**src/rtl/fetch_pkg.sv**
```systemverilog
// Shared types and constants for the instruction fetch sequencer.
package fetch_pkg;

  localparam int unsigned PC_W = 32;
  localparam logic [PC_W-1:0] DEFAULT_RESET_PC = 32'h0000_0000;
  localparam logic [PC_W-1:0] DEFAULT_PC_STEP  = 32'd4;

  typedef enum logic [1:0] {
    ST_IDLE  = 2'd0,
    ST_REQ   = 2'd1,
    ST_HOLD  = 2'd2,
    ST_FAULT = 2'd3
  } fetch_state_e;

  function automatic logic pc_aligned(input logic [PC_W-1:0] pc);
    return (pc[1:0] == 2'b00);
  endfunction

endpackage

```
**src/rtl/fetch_sequencer_adder.sv**
```systemverilog
// Plain W-bit wrapping adder used for the sequential PC increment.
module fetch_sequencer_adder #(
  parameter int unsigned W = 32
) (
  input  logic [W-1:0] a_i,
  input  logic [W-1:0] b_i,
  output logic [W-1:0] sum_o
);

  assign sum_o = a_i + b_i;

endmodule

```
**src/rtl/fetch_sequencer.sv**
```systemverilog
// Instruction fetch sequencer: issues one imem read per instruction, holds the
// word for decode, follows redirects and latches a sticky misaligned fault.
module fetch_sequencer
  import fetch_pkg::*;
#(
  parameter logic [PC_W-1:0] RESET_PC = DEFAULT_RESET_PC,
  parameter logic [PC_W-1:0] PC_STEP  = DEFAULT_PC_STEP
) (
  input  logic            clk,
  input  logic            rst,
  input  logic            redirect_valid,
  input  logic [PC_W-1:0] redirect_pc,
  output logic            imem_req,
  output logic [PC_W-1:0] imem_addr,
  input  logic            imem_ack,
  input  logic [PC_W-1:0] imem_rdata,
  output logic            if_valid,
  output logic [PC_W-1:0] if_pc,
  output logic [PC_W-1:0] if_instr,
  input  logic            id_ready,
  output logic            fault,
  output logic [PC_W-1:0] fetch_count,
  output fetch_state_e    dbg_state
);

  fetch_state_e    state_q;
  logic [PC_W-1:0] pc_q;
  logic [PC_W-1:0] pc_inc;
  logic            imem_req_q;
  logic            if_valid_q;
  logic [PC_W-1:0] if_pc_q;
  logic [PC_W-1:0] if_instr_q;
  logic            fault_q;
  logic [PC_W-1:0] fetch_count_q;

  fetch_sequencer_adder #(.W(PC_W)) u_pc_adder (
    .a_i  (pc_q),
    .b_i  (PC_STEP),
    .sum_o(pc_inc)
  );

  // Handshakes: imem_ack is only honoured while imem_req=1 (state REQ); a
  // decode transfer happens on a cycle where if_valid=1 and id_ready=1, after
  // which if_valid drops until the next word arrives. Redirects outrank both.
  always_ff @(posedge clk) begin
    if (rst) begin
      state_q       <= ST_IDLE;
      pc_q          <= RESET_PC;
      imem_req_q    <= 1'b0;
      if_valid_q    <= 1'b0;
      if_pc_q       <= '0;
      if_instr_q    <= '0;
      fault_q       <= 1'b0;
      fetch_count_q <= '0;
    end else if (state_q != ST_FAULT) begin
      // A transfer in the same cycle as a redirect was still consumed by decode.
      if (state_q == ST_HOLD && id_ready) begin
        fetch_count_q <= fetch_count_q + 32'd1;
      end
      if (redirect_valid) begin
        pc_q       <= redirect_pc;
        imem_req_q <= 1'b0;
        if_valid_q <= 1'b0;
        if (pc_aligned(redirect_pc)) begin
          state_q <= ST_IDLE;
        end else begin
          state_q <= ST_FAULT;
          fault_q <= 1'b1;
        end
      end else begin
        case (state_q)
          ST_IDLE: begin
            state_q    <= ST_REQ;
            imem_req_q <= 1'b1;
          end
          ST_REQ: begin
            if (imem_ack) begin
              if_instr_q <= imem_rdata;
              if_pc_q    <= pc_q;
              if_valid_q <= 1'b1;
              imem_req_q <= 1'b0;
              state_q    <= ST_HOLD;
            end
          end
          ST_HOLD: begin
            if (id_ready) begin
              pc_q       <= pc_inc;
              if_valid_q <= 1'b0;
              imem_req_q <= 1'b1;
              state_q    <= ST_REQ;
            end
          end
          default: ;
        endcase
      end
    end
  end

  assign imem_req    = imem_req_q;
  assign imem_addr   = pc_q;
  assign if_valid    = if_valid_q;
  assign if_pc       = if_pc_q;
  assign if_instr    = if_instr_q;
  assign fault       = fault_q;
  assign fetch_count = fetch_count_q;
  assign dbg_state   = state_q;

endmodule
```
**config.mk**
```make
export PLATFORM = sky130hd
export DESIGN_NAME = fetch_sequencer
export DESIGN_NICKNAME = d
export VERILOG_FILES = /design/src/rtl/fetch_pkg.sv /design/src/rtl/fetch_sequencer_adder.sv /design/src/rtl/fetch_sequencer.sv
export SDC_FILE = /design/constraint.sdc
export NUM_CORES = 1
export LEC_CHECK = 0
export CELL_PAD_IN_SITES_DETAIL_PLACEMENT = 2
export CELL_PAD_IN_SITES_GLOBAL_PLACEMENT = 2
export CORE_MARGIN = 4
export CORE_UTILIZATION = 23
export DETAILED_ROUTE_END_ITERATION = 8
export PLACE_DENSITY = 0.79
export SYNTH_ARGS = -nofsm -noshare
export SYNTH_HDL_FRONTEND = slang
export SYNTH_SLANG_ARGS = --single-unit
```
**constraint.sdc**
```tcl
create_clock -name clk -period 1.9 [get_ports clk]
set_clock_uncertainty 0.2 [all_clocks]
set_input_delay 0.19 -clock clk [delete_from_list [all_inputs] [get_ports clk]]
set_output_delay 0.19 -clock clk [all_outputs]
set_load 0.01 [all_outputs]
```
==> impl_summary.log <==
[metrics] largest net degree at the start of global routing: 50
[metrics] type of origin of the critical path: flip-flop
[metrics] largest buffer count on any clock path: 2
[metrics] post-route standard cell area excluding fillers: 10000 sq um
[metrics] area of the core: about 25000 sq um
[metrics] number of warnings printed during yosys synthesis: 0
[metrics] fraction of the core area covered by cells at the end of the flow: 0.398
[metrics] highest metal layer used by the detailed router: met5
[metrics] category of the critical setup timing path: reg -> reg
[metrics] number of global-route vias before repair: 7397
[metrics] mux contribution to synthesized area: 0.0175
[metrics] total power: 7.25 mW
[metrics] average vias per placed instance: 4.85
[metrics] reported leakage power: 3.73 nW
[metrics] commonest register cell after synthesis: dfxtp_1
[metrics] combined area of the multi-input logic cells: ~3200 sq um
[metrics] layout-stage area growth over the synthesis result: 69.7%
[metrics] sequential element share of the synthesized area: 0.450
[metrics] row count: 58
[metrics] max frequency: 504 MHz
[metrics] DPL Wire Length: 19.1 mm
[metrics] worst supply voltage drop on vdd: 0.526 mV
[metrics] area share of the leading cell type in the synthesized netlist: 0.450
[metrics] count of different cell masters after synthesis: 53
[metrics] number of nets in the finished design: 1124
[metrics] post-synth net total: 834
[metrics] share of cells above drive strength 1: 0.222
[metrics] met3 routed wirelength: between 1 and 1.5 mm
[metrics] total congestion overflow after global routing: 0
[metrics] num ports: ~200
[metrics] crit-path max cell delay: 0.58 ns
[metrics] slack of the worst reg-to-reg path: -0.08 ns
[metrics] combinational family with the most area after synthesis: simple AND/OR/NAND/NOR gates
[metrics] Sum Neg Setup Slack: -0.426 ns
[metrics] number of endpoints failing setup at the final stage: 9
[metrics] syn_area_per_cell: roughly 7.8 sq um
[metrics] number of sinks on the clock net: 133
[metrics] CP Cell Sequence: nand3_4 -> or4_4 -> nor3b_4 -> mux2i_1 -> o22ai_1
[metrics] starting density of the core: 0.235
[metrics] drt pass-1 iters: 4
[metrics] sort of element at the end of the critical path: flip-flop
[metrics] number of CTS-inserted buffers: 17
[metrics] unrepaired setup endpoints after global routing: true
[metrics] DIE HEIGHT: 168 um
[metrics] CTS H-tree depth: 4
[metrics] final routed wirelength across all metal layers: 27.2 mm
[metrics] Starting DRT DRC Count: 247
[metrics] endpoint required time on the critical path: 1.99 ns
[metrics] Port Buffer Count: 201
[metrics] pre-CTS setup slack: -0.434 ns
[metrics] Worst Hold Margin: 0.0465 ns
[metrics] cell type contributing the most total cell area after synthesis: dfxtp_1
[metrics] arrival time of the worst setup path: 2.07 ns
[metrics] top cells by instance count after synthesis: nand2_1 (169), dfxtp_1 (133), a21oi_1 (93), nor2_1 (63), clkbuf_1 (47)
[metrics] clock latency of the later-clocked register in the worst-skew pair: roughly 0.42 ns
[metrics] FFs w/ async S/R, synth: 0
[metrics] Filler Cell Count: 2851
[metrics] synthesized area: 5920 sq um
[metrics] DRC violation count after routing: 0
[metrics] worst setup slack after layout: -0.0848 ns
[metrics] Tmin final: between 1.5 and 2 ns
[metrics] Hold Fails Final Rpt: 0
[metrics] Antenna Nets Post-Route: 0
[metrics] critical path fanouts, max: 4
[metrics] Syn Inst Count: between 700 and 800
[metrics] CTS tree: built
[metrics] number of placed instances, taps included: between 1000 and 1500
[metrics] Maximum Capacitance Violations: 0
[metrics] Die Area: 28400 sq um
[metrics] die width: 168 um
[metrics] Cell Area, Placed: 9080 sq um
[metrics] adder and majority cell fraction of the synthesized area: 0.00422
[metrics] power per unit of standard cell area: just over 700 nW/um^2
[metrics] Via Count: about 6800
[metrics] hold crit path type: in -> reg
[metrics] result of the run: complete, but fails checks
[metrics] clock-pin slew on the worst setup and hold paths: 0.07 ns
[metrics] failing checks: negative setup slack
[metrics] synthesized flop and latch total: 133
[metrics] area fraction in and, or, nand and nor cells after synthesis: 0.278
[metrics] most frequent cell after synthesis: nand2_1
[metrics] routed len/inst: 19.5 um
[metrics] wire length of the first global-routing pass: 40.9 mm
[metrics] register cell area after layout: around 2700 sq um
[metrics] EDFF count, synth: 0
[metrics] root buffer selected by CTS: clkbuf_16
[metrics] post-synthesis compound-gate area fraction: 0.169
[metrics] Area contributors post-synth: dfxtp_1 (45%), nand2_1 (11%), a21oi_1 (7.9%)
[metrics] count of placed standard cells in the final layout, fillers left out: 1398
[metrics] Max-slew headroom: 0.664
[metrics] detailed route wirelength on metal2: 14.4 mm
[metrics] Tightest Pin Transition: 0.502 ns
[metrics] number of max-slew violations in the final report: 0
[metrics] final period utilization: 1.04
[metrics] antenna violations before repair: 1
[metrics] xor/xnor share of the synthesized area: 0.0370
[metrics] detailed-routing wirelength on met1: 11.3 mm
[metrics] routability congestion estimate from global placement: 0.803
[metrics] master of the slowest instance on the critical path: or4_4
[metrics] GRT Util Overall: 0.179
[kinds of logic (layout without fill, tap and decap cells)]
kind of cell | after synthesis | in the layout
AND/OR/NAND/NOR | 356 | 356
AO/OA/AOI/OAI | 169 | 169
flip-flops | 133 | 133
buffers and inverters | 68 | 371
XOR/XNOR | 25 | 25
multiplexers | 10 | 10
adder cells (fa/ha/maj) | 2 | 2
other | 0 | 2
[critical path: cells and delay by family, from the launching register on]
family          cells  cell delay, ns
mux                 1            0.25
flops               1            0.38
compound gates      1            0.10
simple gates        3            0.92
[where the power goes]
group / switching (mW) / total, mW / internal [mW] / leakage [nW]
logic: 0.535 / 1.06 / 0.528 / 2.37
registers: 0.0849 / 2.97 / 2.88 / 1.09
clock network: 1.41 / 3.22 / 1.81 / 0.267
total: 2.03 / 7.25 / 5.22 / 3.73
[registers in the layout (all words and copies together), names as in the netlist]
signal / flops
if_valid: 1
if_pc: 32
imem_addr: 32
dbg_state: 2
fetch_count: 32
if_instr: 32
fault: 1
imem_req: 1
[placed cells by master, fill, tap and decap left out, types with 10 or more instances in the layout]
master / count
a21oi_1: 91
buf_4: 112
dfxtp_2: 14
nor2_1: 58
clkdlybuf4s50_1: 180
nand2_1: 168
nand4_1: 19
dfxtp_1: 110
dlygate4sd2_1: 10
o21ai_0: 18
nand3_1: 21
xnor2_1: 18
inv_1: 12
clkbuf_16: 17
nor3_1: 16
[layout make-up]
cell class                      count  share of cell area
Antenna cell                        2            0.000498
Clock buffer                       18              0.0427
Clock inverter                     14              0.0125
Inverter                           12             0.00448
Multi-Input combinational cell    562               0.323
Sequential cell                   133               0.270
Tap cell                          330              0.0411
Timing Repair Buffer              327               0.306
[final timing paths]
check / startpoint / to / depth (start not counted)
max: imem_addr[12] / imem_addr[30] / 5
min: rst / if_pc[26] / 3
max reg2reg: imem_addr[12] / imem_addr[30] / 5
min reg2reg: if_pc[3] / if_pc[3] / 2
[per-layer routing]
layer  track usage  vias up
met1         0.215     3371
met3        0.0390       22
met5             0        -
met4        0.0438        2
met2         0.327      142
li1              -     3246
[what timing repair did]
item / 4_1_cts / 5_1_grt
pin swaps: 6 / 17
gates cloned: 0 / 1
hold buffers: 0 / 0
setup buffers: 9 / 10
endpoints found under the setup margin: 30 / 43
resized for setup: 32 / 57
Note: power is estimated with default switching activity, not from simulation.
